===== src/rtl/pvar_pkg.sv =====
// Shared types and helpers for the channel step machine: opcode and run-state
// encodings plus the tag-width rule used by every file of the block.
package pvar_pkg;

    typedef enum logic [1:0] {
        OP_WRITE = 2'd0,
        OP_READ  = 2'd1,
        OP_SWAP  = 2'd2,
        OP_HALT  = 2'd3
    } op_t;

    typedef enum logic {
        RUN  = 1'b0,
        HALT = 1'b1
    } run_state_t;

    // A tag is always at least one bit wide, even with two channels.
    function automatic int tag_width(input int channels);
        return (channels <= 2) ? 1 : $clog2(channels);
    endfunction

endpackage


===== src/rtl/pvar_chan_step_if.sv =====
// Bus bundle for pvar_chan_step: input word, registered result and status.
// __in_valid qualifies __in0 in the same cycle; there is no ready, the block
// takes every valid word while it is in RUN and drops words while in HALT.
interface pvar_chan_step_if #(
    parameter int W  = 8,
    parameter int TW = 2
);
    import pvar_pkg::*;

    logic              __in_valid;
    logic [2+TW+W-1:0] __in0;
    logic              __out_valid;
    logic [W-1:0]      __out0;
    logic [TW-1:0]     __out_tag;
    logic              __err;
    logic              __continue;
    logic [31:0]       __steps;
    run_state_t        dbg_state;

    modport master (
        output __in_valid, __in0,
        input  __out_valid, __out0, __out_tag, __err, __continue, __steps, dbg_state
    );

    modport slave (
        input  __in_valid, __in0,
        output __out_valid, __out0, __out_tag, __err, __continue, __steps, dbg_state
    );

endinterface


===== src/rtl/pvar_chan_regfile.sv =====
// CHANNELS x W channel registers with a tag read port, a neighbour read port
// and two write ports so a SWAP lands both halves in one cycle.
module pvar_chan_regfile #(
    parameter int           W        = 8,
    parameter int           CHANNELS = 4,
    parameter int           TW       = 2,
    parameter logic [W-1:0] INIT     = '0
) (
    input  logic          clk,
    input  logic          rst,
    input  logic [TW-1:0] rd_tag,
    output logic [W-1:0]  rd_data,
    input  logic [TW-1:0] nb_tag,
    output logic [W-1:0]  nb_data,
    input  logic          we_a,
    input  logic [TW-1:0] wa_tag,
    input  logic [W-1:0]  wa_data,
    input  logic          we_b,
    input  logic [TW-1:0] wb_tag,
    input  logic [W-1:0]  wb_data
);

    logic [W-1:0] st_q [CHANNELS];
    logic [W-1:0] st_d [CHANNELS];

    always_comb begin
        st_d = st_q;
        for (int i = 0; i < CHANNELS; i++) begin
            if (we_a && wa_tag == TW'(i)) st_d[i] = wa_data;
            if (we_b && wb_tag == TW'(i)) st_d[i] = wb_data;
        end
    end

    always_ff @(posedge clk) begin
        if (!rst) begin
            for (int i = 0; i < CHANNELS; i++) st_q[i] <= INIT;
        end else begin
            st_q <= st_d;
        end
    end

    // Tags past the last channel read as zero rather than aliasing a channel.
    always_comb begin
        rd_data = '0;
        nb_data = '0;
        for (int i = 0; i < CHANNELS; i++) begin
            if (rd_tag == TW'(i)) rd_data = st_q[i];
            if (nb_tag == TW'(i)) nb_data = st_q[i];
        end
    end

endmodule


===== src/rtl/pvar_chan_step.sv =====
// Resumption-style step machine over CHANNELS W-bit registers: one registered
// result per accepted word, RUN/HALT control and a saturating step counter.
module pvar_chan_step
    import pvar_pkg::*;
#(
    parameter int           W         = 8,
    parameter int           CHANNELS  = 4,
    parameter int           MAX_STEPS = 0,
    parameter logic [W-1:0] INIT      = '0
) (
    input logic              clk,
    input logic              rst,
    pvar_chan_step_if.slave  bus
);

    localparam int TW = tag_width(CHANNELS);

    op_t           op;
    logic [TW-1:0] tag;
    logic [W-1:0]  pay;
    logic          accept;
    logic          tag_ok;
    logic [TW:0]   tag_inc;
    logic [TW-1:0] nb_tag;
    logic [W-1:0]  rd_data;
    logic [W-1:0]  nb_data;
    logic          we_a;
    logic          we_b;
    logic [W-1:0]  wa_data;
    logic [31:0]   steps_inc;
    logic          limit_hit;

    run_state_t    state_q, state_d;
    logic          out_valid_q, out_valid_d;
    logic [W-1:0]  out0_q, out0_d;
    logic [TW-1:0] out_tag_q, out_tag_d;
    logic          err_q, err_d;
    logic [31:0]   steps_q, steps_d;

    assign op  = op_t'(bus.__in0[W+TW +: 2]);
    assign tag = bus.__in0[W +: TW];
    assign pay = bus.__in0[W-1:0];

    assign accept  = (state_q == RUN) && bus.__in_valid;
    assign tag_ok  = 32'(tag) < 32'(CHANNELS);
    assign tag_inc = (TW+1)'(tag) + (TW+1)'(1);
    // Neighbour wraps from the last channel back to channel 0.
    assign nb_tag  = (tag_inc == (TW+1)'(CHANNELS)) ? '0 : tag_inc[TW-1:0];

    assign we_a    = accept && tag_ok && (op == OP_WRITE || op == OP_SWAP);
    assign we_b    = accept && tag_ok && (op == OP_SWAP);
    assign wa_data = (op == OP_SWAP) ? nb_data : pay;

    pvar_chan_regfile #(
        .W        (W),
        .CHANNELS (CHANNELS),
        .TW       (TW),
        .INIT     (INIT)
    ) u_regfile (
        .clk     (clk),
        .rst     (rst),
        .rd_tag  (tag),
        .rd_data (rd_data),
        .nb_tag  (nb_tag),
        .nb_data (nb_data),
        .we_a    (we_a),
        .wa_tag  (tag),
        .wa_data (wa_data),
        .we_b    (we_b),
        .wb_tag  (nb_tag),
        .wb_data (rd_data)
    );

    assign steps_inc = (steps_q == '1) ? steps_q : steps_q + 32'd1;
    assign limit_hit = (MAX_STEPS != 0) && (steps_inc == 32'(MAX_STEPS));

    always_ff @(posedge clk) begin
        if (!rst) state_q <= RUN;
        else      state_q <= state_d;
    end

    always_comb begin
        state_d = state_q;
        if (accept && (op == OP_HALT || limit_hit)) state_d = HALT;
    end

    always_comb begin
        out_valid_d = 1'b0;
        out0_d      = out0_q;
        out_tag_d   = out_tag_q;
        err_d       = err_q;
        steps_d     = steps_q;
        if (accept) begin
            out_valid_d = 1'b1;
            out_tag_d   = tag;
            steps_d     = steps_inc;
            if (op == OP_HALT) begin
                out0_d = pay;
                err_d  = 1'b0;
            end else if (!tag_ok) begin
                out0_d = '0;
                err_d  = 1'b1;
            end else begin
                out0_d = rd_data;
                err_d  = 1'b0;
            end
        end
    end

    always_ff @(posedge clk) begin
        if (!rst) begin
            out_valid_q <= 1'b0;
            out0_q      <= '0;
            out_tag_q   <= '0;
            err_q       <= 1'b0;
            steps_q     <= '0;
        end else begin
            out_valid_q <= out_valid_d;
            out0_q      <= out0_d;
            out_tag_q   <= out_tag_d;
            err_q       <= err_d;
            steps_q     <= steps_d;
        end
    end

    assign bus.__out_valid = out_valid_q;
    assign bus.__out0      = out0_q;
    assign bus.__out_tag   = out_tag_q;
    assign bus.__err       = err_q;
    assign bus.__steps     = steps_q;
    assign bus.__continue  = (state_q == RUN);
    assign bus.dbg_state   = state_q;

endmodule

===== src/flat_wrapper.sv =====
// flat-port wrapper written by rule: the top's interface ports become plain ports
module pvar_chan_step_flat import pvar_pkg::*;
#(
    parameter int           W         = 8,
    parameter int           CHANNELS  = 4,
    parameter int           MAX_STEPS = 0,
    parameter logic [W-1:0] INIT      = '0
)
  (clk, rst, bus___in_valid, bus___in0, bus___out_valid, bus___out0, bus___out_tag, bus___err, bus___continue, bus___steps, bus_dbg_state);
  pvar_chan_step_if #(.W(W)) bus_i ();
  input logic clk;
  input logic rst;
  input wire logic [$bits(bus_i.__in_valid)-1:0] bus___in_valid;
  input wire logic [$bits(bus_i.__in0)-1:0] bus___in0;
  output wire logic [$bits(bus_i.__out_valid)-1:0] bus___out_valid;
  output wire logic [$bits(bus_i.__out0)-1:0] bus___out0;
  output wire logic [$bits(bus_i.__out_tag)-1:0] bus___out_tag;
  output wire logic [$bits(bus_i.__err)-1:0] bus___err;
  output wire logic [$bits(bus_i.__continue)-1:0] bus___continue;
  output wire logic [$bits(bus_i.__steps)-1:0] bus___steps;
  output wire logic [$bits(bus_i.dbg_state)-1:0] bus_dbg_state;
  assign bus_i.__in_valid = bus___in_valid;
  assign bus_i.__in0 = bus___in0;
  assign bus___out_valid = bus_i.__out_valid;
  assign bus___out0 = bus_i.__out0;
  assign bus___out_tag = bus_i.__out_tag;
  assign bus___err = bus_i.__err;
  assign bus___continue = bus_i.__continue;
  assign bus___steps = bus_i.__steps;
  assign bus_dbg_state = bus_i.dbg_state;
  pvar_chan_step #(.W(W), .CHANNELS(CHANNELS), .MAX_STEPS(MAX_STEPS), .INIT(INIT)) u_core (.clk(clk), .rst(rst), .bus(bus_i));
endmodule

===== config.mk =====
export PLATFORM = sky130hd
export DESIGN_NAME = pvar_chan_step_flat
export DESIGN_NICKNAME = d
export VERILOG_FILES = /design/src/rtl/pvar_pkg.sv /design/src/rtl/pvar_chan_step_if.sv /design/src/rtl/pvar_chan_regfile.sv /design/src/rtl/pvar_chan_step.sv /design/src/flat_wrapper.sv
export SDC_FILE = /design/constraint.sdc
export NUM_CORES = 1
export LEC_CHECK = 0
export BUFFER_PORTS_ARGS = -buffer_cell sky130_fd_sc_hd__buf_2
export CAP_MARGIN = 20
export CORE_ASPECT_RATIO = 1.5
export CORE_MARGIN = 1
export CORE_UTILIZATION = 50
export CTS_BUF_LIST = sky130_fd_sc_hd__clkbuf_4
export CTS_CLUSTER_SIZE = 16
export DETAILED_ROUTE_END_ITERATION = 6
export PLACE_DENSITY = 0.76
export SETUP_SLACK_MARGIN = 0.3
export SYNTH_ARGS = -nofsm -noshare
export SYNTH_HDL_FRONTEND = slang
export SYNTH_SLANG_ARGS = --single-unit

===== constraint.sdc =====
create_clock -name clk -period 3.5 [get_ports clk]
set_input_delay 0.7 -clock clk [delete_from_list [all_inputs] [get_ports clk]]
set_output_delay 0.7 -clock clk [all_outputs]
set_load 0.01 [all_outputs]

==> summary.txt, run 1 <==
Power
  • Logic pwr share: 0.110
  • Switching Fraction: 0.272
  • Flop pwr share: 0.531
  • PwrDens: 373 nW/um^2
  • Net Switching: 465 uW
  • Pleak: 1.63 nW
  • Clock power frac: 0.359
  • Pint: 1.24 mW
  • Max IR drop VDD: 0.239 mV

STA
  • Final Cycle Share: 0.702
  • Fin crit period: 2.46 ns
  • RSZ-0062 raised after global routing: false
  • Setup TNS Final: 0 ns
  • Final Hold Viols: 0
  • Layout Skew: 0.00970 ns
  • Final Setup Violations: 0
  • Tightest Pin Transition: 0.882 ns
  • Slew headroom: 0.411
  • Fin. max-slew vios: 0
  • Max Clk Rate: 407 MHz

Global routing
  • Gr usage total: 0.269
  • Global route overflow: 0
  • Initial antenna violation count: 0
  • Vias in the first global route: 3686
  • First-pass GRT wire length: 18200 microns
  • Pin count of the biggest net entering global routing: 41

Clock network
  • Clock transition at path regs: 0.12 ns
  • H-Tree Depth: 3
  • Clk buf depth: 2
  • Clk_lat worst skew: 0.45 ns
  • Sink Count: 76
  • Root Buffer: clkbuf_4
  • TritonCTS clock tree: built
  • Num CTS Buffers: 9
  • Post-CTS Hold Buffers: 0
  • Post-CTS Resized: 0
  • Number of setup buffers added after CTS: 0

Worst setup path
  • Max FO, Critical Path: 9
  • Critical Path RT: 3.87 ns
  • Crit start category: register
  • Crit end category: register
  • WP data arrival: 2.83 ns
  • Kind of critical path: register to register

Finish
  • Layout cells sized above 1: 0.236
  • Fill cells: 711
  • Final core occ: 0.577
  • Design Area, Final: 4590 sq um
  • Area delta synth->final: 11.9%
  • Final nets: 519
  • Antenna cells: 0

Route
  • Initial DRT Pass Iterations: 5
  • Iteration-0 DRC Markers: 265
  • DR WL/cell: 18.5 microns
  • Antenna-violating nets left: 0
  • DRT Wirelength: 11300 microns
  • Vias per cell: 6.59
  • Vias: 4040
  • Drt drc: 0

Placed design
  • Placement Cell Area: 4430 sq um
  • Final RePlAce weighted congestion: 0.939
  • DPL Wire Length: 7970 microns
  • I/O Buffers: 59

Synthesis
  • Yosys reg bits: 76
  • Syn Nets: 476
  • Dominant synthesized flop cell: dfxtp_1
  • Mapped Area: 4100 sq um
  • Number of warnings issued by yosys: 0
  • Post-synth EDFFs: 0
  • Post-synth ARST share: 0
  • Syn_area_per_cell: 8.92 sq um
  • Seq/Total Area, Yosys: 0.371
  • Distinct cell type count after synthesis: 56
  • Synth Instances: 460

Run
  • Number of max-cap violations: 0

Status
  • Outcome: complete, no violations

Floorplan
  • Die height: 113 microns
  • Initial core utilization: 0.515
  • Die area: 8580 sq um
  • Core Box Area: 7960 sq um
  • Chip width: 76.0 microns
  • IO Pins: 61
  • Row cnt: 40

Hold path
  • Worst hold path class: register to register
-- registers in the layout, indices dropped and copies added, names as in the netlist --
| name | count |
|---|---|
| u_core.bus.__out_tag | 2 |
| u_core.bus.__steps | 32 |
| u_core.bus.__out_valid | 1 |
| u_core.bus.dbg_state | 1 |
| u_core.u_regfile.st_q | 32 |
| u_core.bus.__out0 | 8 |
-- synthesized netlist by cell type (4+ instances only) --
master,count,area (sq um)
a22oi_1,5,37.5
buf_1,4,15.0
and2_1,9,56.3
mux2i_1,5,50.1
o31ai_1,8,60.1
o221ai_1,14,123
a311oi_1,8,70.1
a21oi_1,34,170
mux4_2,16,360
inv_1,8,30.0
o21ai_0,19,95.1
or4_1,8,60.1
or3_1,10,62.6
nand4_1,12,75.1
nor2_1,27,101
a32oi_1,8,70.1
o22ai_1,7,43.8
clkbuf_1,19,71.3
o21ai_1,10,50.1
buf_2,9,45.0
dfxtp_1,76,1520
a221oi_1,4,35.0
a21oi_2,5,43.8
nand2_1,49,184
and3_1,7,43.8
nand3_1,23,115
nor4_1,4,25.0
xnor2_1,8,70.1
and4_1,6,52.6
-- worst paths after layout --
| path | startpoint | endpoint | slack (ns) | depth (start not counted) |
|---|---|---|---|---|
| worst max-delay path | u_core.bus.__steps[2] | u_core.bus.__steps[31] | 1.04 | 5 |
| worst min-delay path | u_core.bus.__out_tag[1] | u_core.bus.__out_tag[1] | 0.48 | 2 |
| worst max register to register | u_core.bus.__steps[2] | u_core.bus.__steps[31] | 1.04 | 5 |
| worst min register to register | u_core.bus.__out_tag[1] | u_core.bus.__out_tag[1] | 0.48 | 2 |
-- layout make-up --
type / instances / area, sq um / share of cell area
well taps: 105 / 131 / 0.0286
clock inverters: 7 / 91.3 / 0.0199
clock buffers: 9 / 67.6 / 0.0147
multi-input cells: 339 / 2380 / 0.519
flip-flops and latches: 76 / 1520 / 0.332
repair buffers: 68 / 363 / 0.0791
inverters: 9 / 33.8 / 0.00736
-- cells in the final DEF (no fill, tap or decap), drive strengths merged, types with 9 or more instances in the layout --
cell type / count
a21oi: 39
or4: 9
nand3: 23
nand4: 14
o21ai: 29
nand2: 49
o31ai: 9
and2: 9
or3: 10
o221ai: 14
mux4: 16
dfxtp: 76
buf: 68
nor2: 27
clkbuf: 9
-- through the flow --
step                cells  power, mW  worst slack [ns]  hold WS, ns
global placement      597       1.11             0.982        0.446
CTS                   613       1.72              1.05        0.480
detailed placement    597       1.11             0.938        0.463
global route          613       1.78             0.833        0.494
floorplan             460       1.05              1.37        0.476
finish                613       1.71              1.04        0.476
-- logic make-up (layout without fill, tap and decap cells) --
group                    Yosys count  after routing  share of synthesized area
flip-flops                        76             76                      0.371
other                              1              1                   0.000914
buffers and inverters             45             93                     0.0494
AO/OA/AOI/OAI                    134            134                      0.225
adder cells (fa/ha/maj)            1              1                    0.00305
XOR/XNOR                           8              8                     0.0171
multiplexers                      24             24                      0.108
AND/OR/NAND/NOR                  171            171                      0.226
-- worst max-delay path, stage by stage (launching register included) --
cell and delay [ns]:
dfxtp_1 0.44, and4_1 0.25, nor2b_1 0.63, nand4_2 0.34, or4_1 0.55, a21oi_1 0.17
-- layer usage --
layer  part of all wire  vias up  global-route usage
li1                   -     1860                   -
met1               0.38     1915               0.303
met2               0.52      223               0.464
met3              0.070       42              0.0540
met4              0.036        0               0.169
met5                  0        -                   0
-- power groups by stage --
stage | Clock [mW] | Combinational, mW | Sequential (mW)
final | 0.613 | 0.188 | 0.908
after global routing | 0.667 | 0.202 | 0.911
after CTS | 0.629 | 0.186 | 0.907
after detailed placement | 0 | 0.185 | 0.927
after global placement | 0 | 0.181 | 0.925
after floorplan | 0 | 0.123 | 0.927
(Power assumes the default switching activity.)
==> run 2: changes to the inputs <==
PLACE_DENSITY = 0.79   (was 0.76)
clock period = 2 ns   (was 3.5 ns; I/O delays follow)
==> summary.txt, run 2 (synthesis gave the netlist of run 1 again) <==
Global routing
  • Initial antenna violation count: 0 (unchanged)
  • Global route overflow: 0 (unchanged)
  • GRT busiest layer: met2
  • Vias in the first global route: 4061 (+10%)
  • Pin count of the biggest net entering global routing: 29 (-29%)
  • Gr usage total: 0.283 (+0.0147)
  • M3 GR Usage: 0.0298 (-0.0242)
  • First-pass GRT wire length: 19500 microns (+7.0%)
  • M2 GR Usage: 0.495 (+0.0309)
  • Grt met1 use: 0.339 (+0.0359)

Clock network
  • Num CTS Buffers: 9 (unchanged)
  • Root Buffer: clkbuf_4
  • Sink Count: 76 (unchanged)
  • Clk buf depth: 2 (unchanged)
  • H-Tree Depth: 3 (unchanged)
  • Clk_lat worst skew: 0.44 ns (about the same)
  • TritonCTS clock tree: built
  • Clock transition at path regs: 0.13 ns (about the same)

Status
  • Failing checks: design-rule violations
  • Outcome: finished with violations

Finish
  • Design Area, Final: 5250 sq um (+14%)
  • Final Non-Filler Cells: 663 (+8.2%)
  • Final core occ: 0.660 (+0.0830)
  • Fill cells: 623 (-12%)
  • Most frequent cells in the layout: buf_2, buf_4, nand2_1
  • Commonest non-fill, non-tap cell in the layout: buf_2
  • Area delta synth->final: 28.0%
  • Final nets: 569 (+9.6%)
  • Antenna cells: 0 (unchanged)
  • Layout cells sized above 1: 0.403 (+0.167)

Placed design
  • Cell total after placement: 626 (+4.9%)
  • Placement Cell Area: 4730 sq um (+6.9%)
  • Final RePlAce weighted congestion: 0.969 (+3.2%)
  • I/O Buffers: 59 (unchanged)
  • DPL Wire Length: 8280 microns (+3.8%)

Route
  • Antenna-violating nets left: 0 (unchanged)
  • DR WL/cell: 18.5 microns (about the same)
  • Vias: 4282 (+6.0%)
  • DRT Wirelength: 12200 microns (+8.2%)
  • Vias per cell: 6.46 (-2.0%)
  • Drt drc: 1 (+1)
  • Iteration-0 DRC Markers: 321 (+21%)
  • Initial DRT Pass Iterations: 7 (+2)

Power
  • PwrDens: 526 nW/um^2 (+41%)
  • Pleak: 1.99 nW (+22%)
  • Max IR drop VDD: 0.322 mV (+35%)

STA
  • Max Clk Rate: 535 MHz (+31%)
  • Setup TNS Final: 0 ns (unchanged)
  • Layout Skew: 0.0192 ns (+0.00952 ns)
  • Fin crit period: 1.87 ns (-0.585 ns)
  • Slew headroom: 0.587 (+0.175)
  • Final Setup Violations: 0 (unchanged)
  • Final Cycle Share: 0.935 (+0.234)
  • Final Hold Viols: 0 (unchanged)
  • Tightest Pin Transition: 0.616 ns (-0.266 ns)
  • Hold slack: 0.264 ns (-0.212 ns)
  • RSZ-0062 raised after global routing: true
  • Fin. max-slew vios: 0 (unchanged)

Worst setup path
  • Crit start category: register
  • Crit end category: register
  • WP data arrival: 2.19 ns (-0.64 ns)
  • Critical Path RT: 2.32 ns (-1.55 ns)
  • Max FO, Critical Path: 12 (+3)
  • Kind of critical path: register to register

Floorplan
  • IO Pins: 61 (unchanged)
  • Row cnt: 40 (unchanged)
  • Initial core utilization: 0.515 (unchanged)
  • Core Box Area: 7960 sq um (unchanged)
  • Die area: 8580 sq um (unchanged)
  • Chip width: 76.0 microns (unchanged)
  • Die height: 113 microns (unchanged)

Run
  • Number of max-cap violations: 0 (unchanged)

Hold path
  • Worst hold path class: input port to register
[run 2: cell count changes in the layout (fill, tap and decap cells not counted), sizes merged]
cell / change
clkbuf: +3
clkinv: +2
bufinv: -2
clkinvlp: -3
buf: +50
[run 2: worst paths after layout]
check                                              from                       to  slack [ns]  depth (start not counted)
worst max register to register   u_core.bus.__steps[20]    u_core.bus.__steps[9]        0.13                          6
worst max-delay path             u_core.bus.__steps[20]    u_core.bus.__steps[9]        0.13                          6
worst min register to register  u_core.bus.__out_tag[0]  u_core.bus.__out_tag[0]        0.50                          2
worst min-delay path                     bus___in_valid     u_core.bus.dbg_state        0.26                          3
[run 2: critical path, cell delays in order (launching register included)]
cell,delay (ns)
dfxtp_2,0.36
nand4_1,0.17
or4_4,0.63
o31ai_4,0.23
buf_12,0.16
nor4_1,0.05
o21bai_1,0.15
[run 2: report_power, final]
| group | total (mW) | switching [mW] | internal [mW] | leakage (nW) |
|---|---|---|---|---|
| logic | 0.380 | 0.216 | 0.164 | 1.29 |
| clock network | 0.811 | 0.526 | 0.285 | 0.0638 |
| registers | 1.57 | 0.0321 | 1.54 | 0.635 |
[run 2: layer usage]
| metal | wire [microns] | vias up |
|---|---|---|
| li1 | - | 1953 |
| met1 | 4780 | 2059 |
| met2 | 6260 | 216 |
| met3 | 692 | 54 |
| met4 | 504 | 0 |
| met5 | 0 | - |
[run 2: through the flow]
step           power, mW  setup slack, ns
2_1_floorplan       1.84            0.225
3_5_place_dp        1.97          -0.0319
4_1_cts             2.74            0.189
5_1_grt             2.87            0.120
3_3_place_gp        1.96           0.0563
6_report            2.76            0.130
[run 2: timing repair]
action | in CTS | in global routing
pin swaps | 12 | 15
hold buffers | 0 | 0
resized for setup | 25 | 38
setup buffers | 19 | 2
endpoints found under the setup margin | 31 | 44
[run 2: layout make-up]
type / instances / area, sq um / share of cell area
Timing Repair Buffer: 118 / 812 / 0.155
Multi-Input combinational cell: 339 / 2570 / 0.490
Clock buffer: 12 / 90.1 / 0.0172
Tap cell: 105 / 131 / 0.0250
Clock inverter: 4 / 16.3 / 0.00310
Inverter: 9 / 33.8 / 0.00644
Sequential cell: 76 / 1600 / 0.304
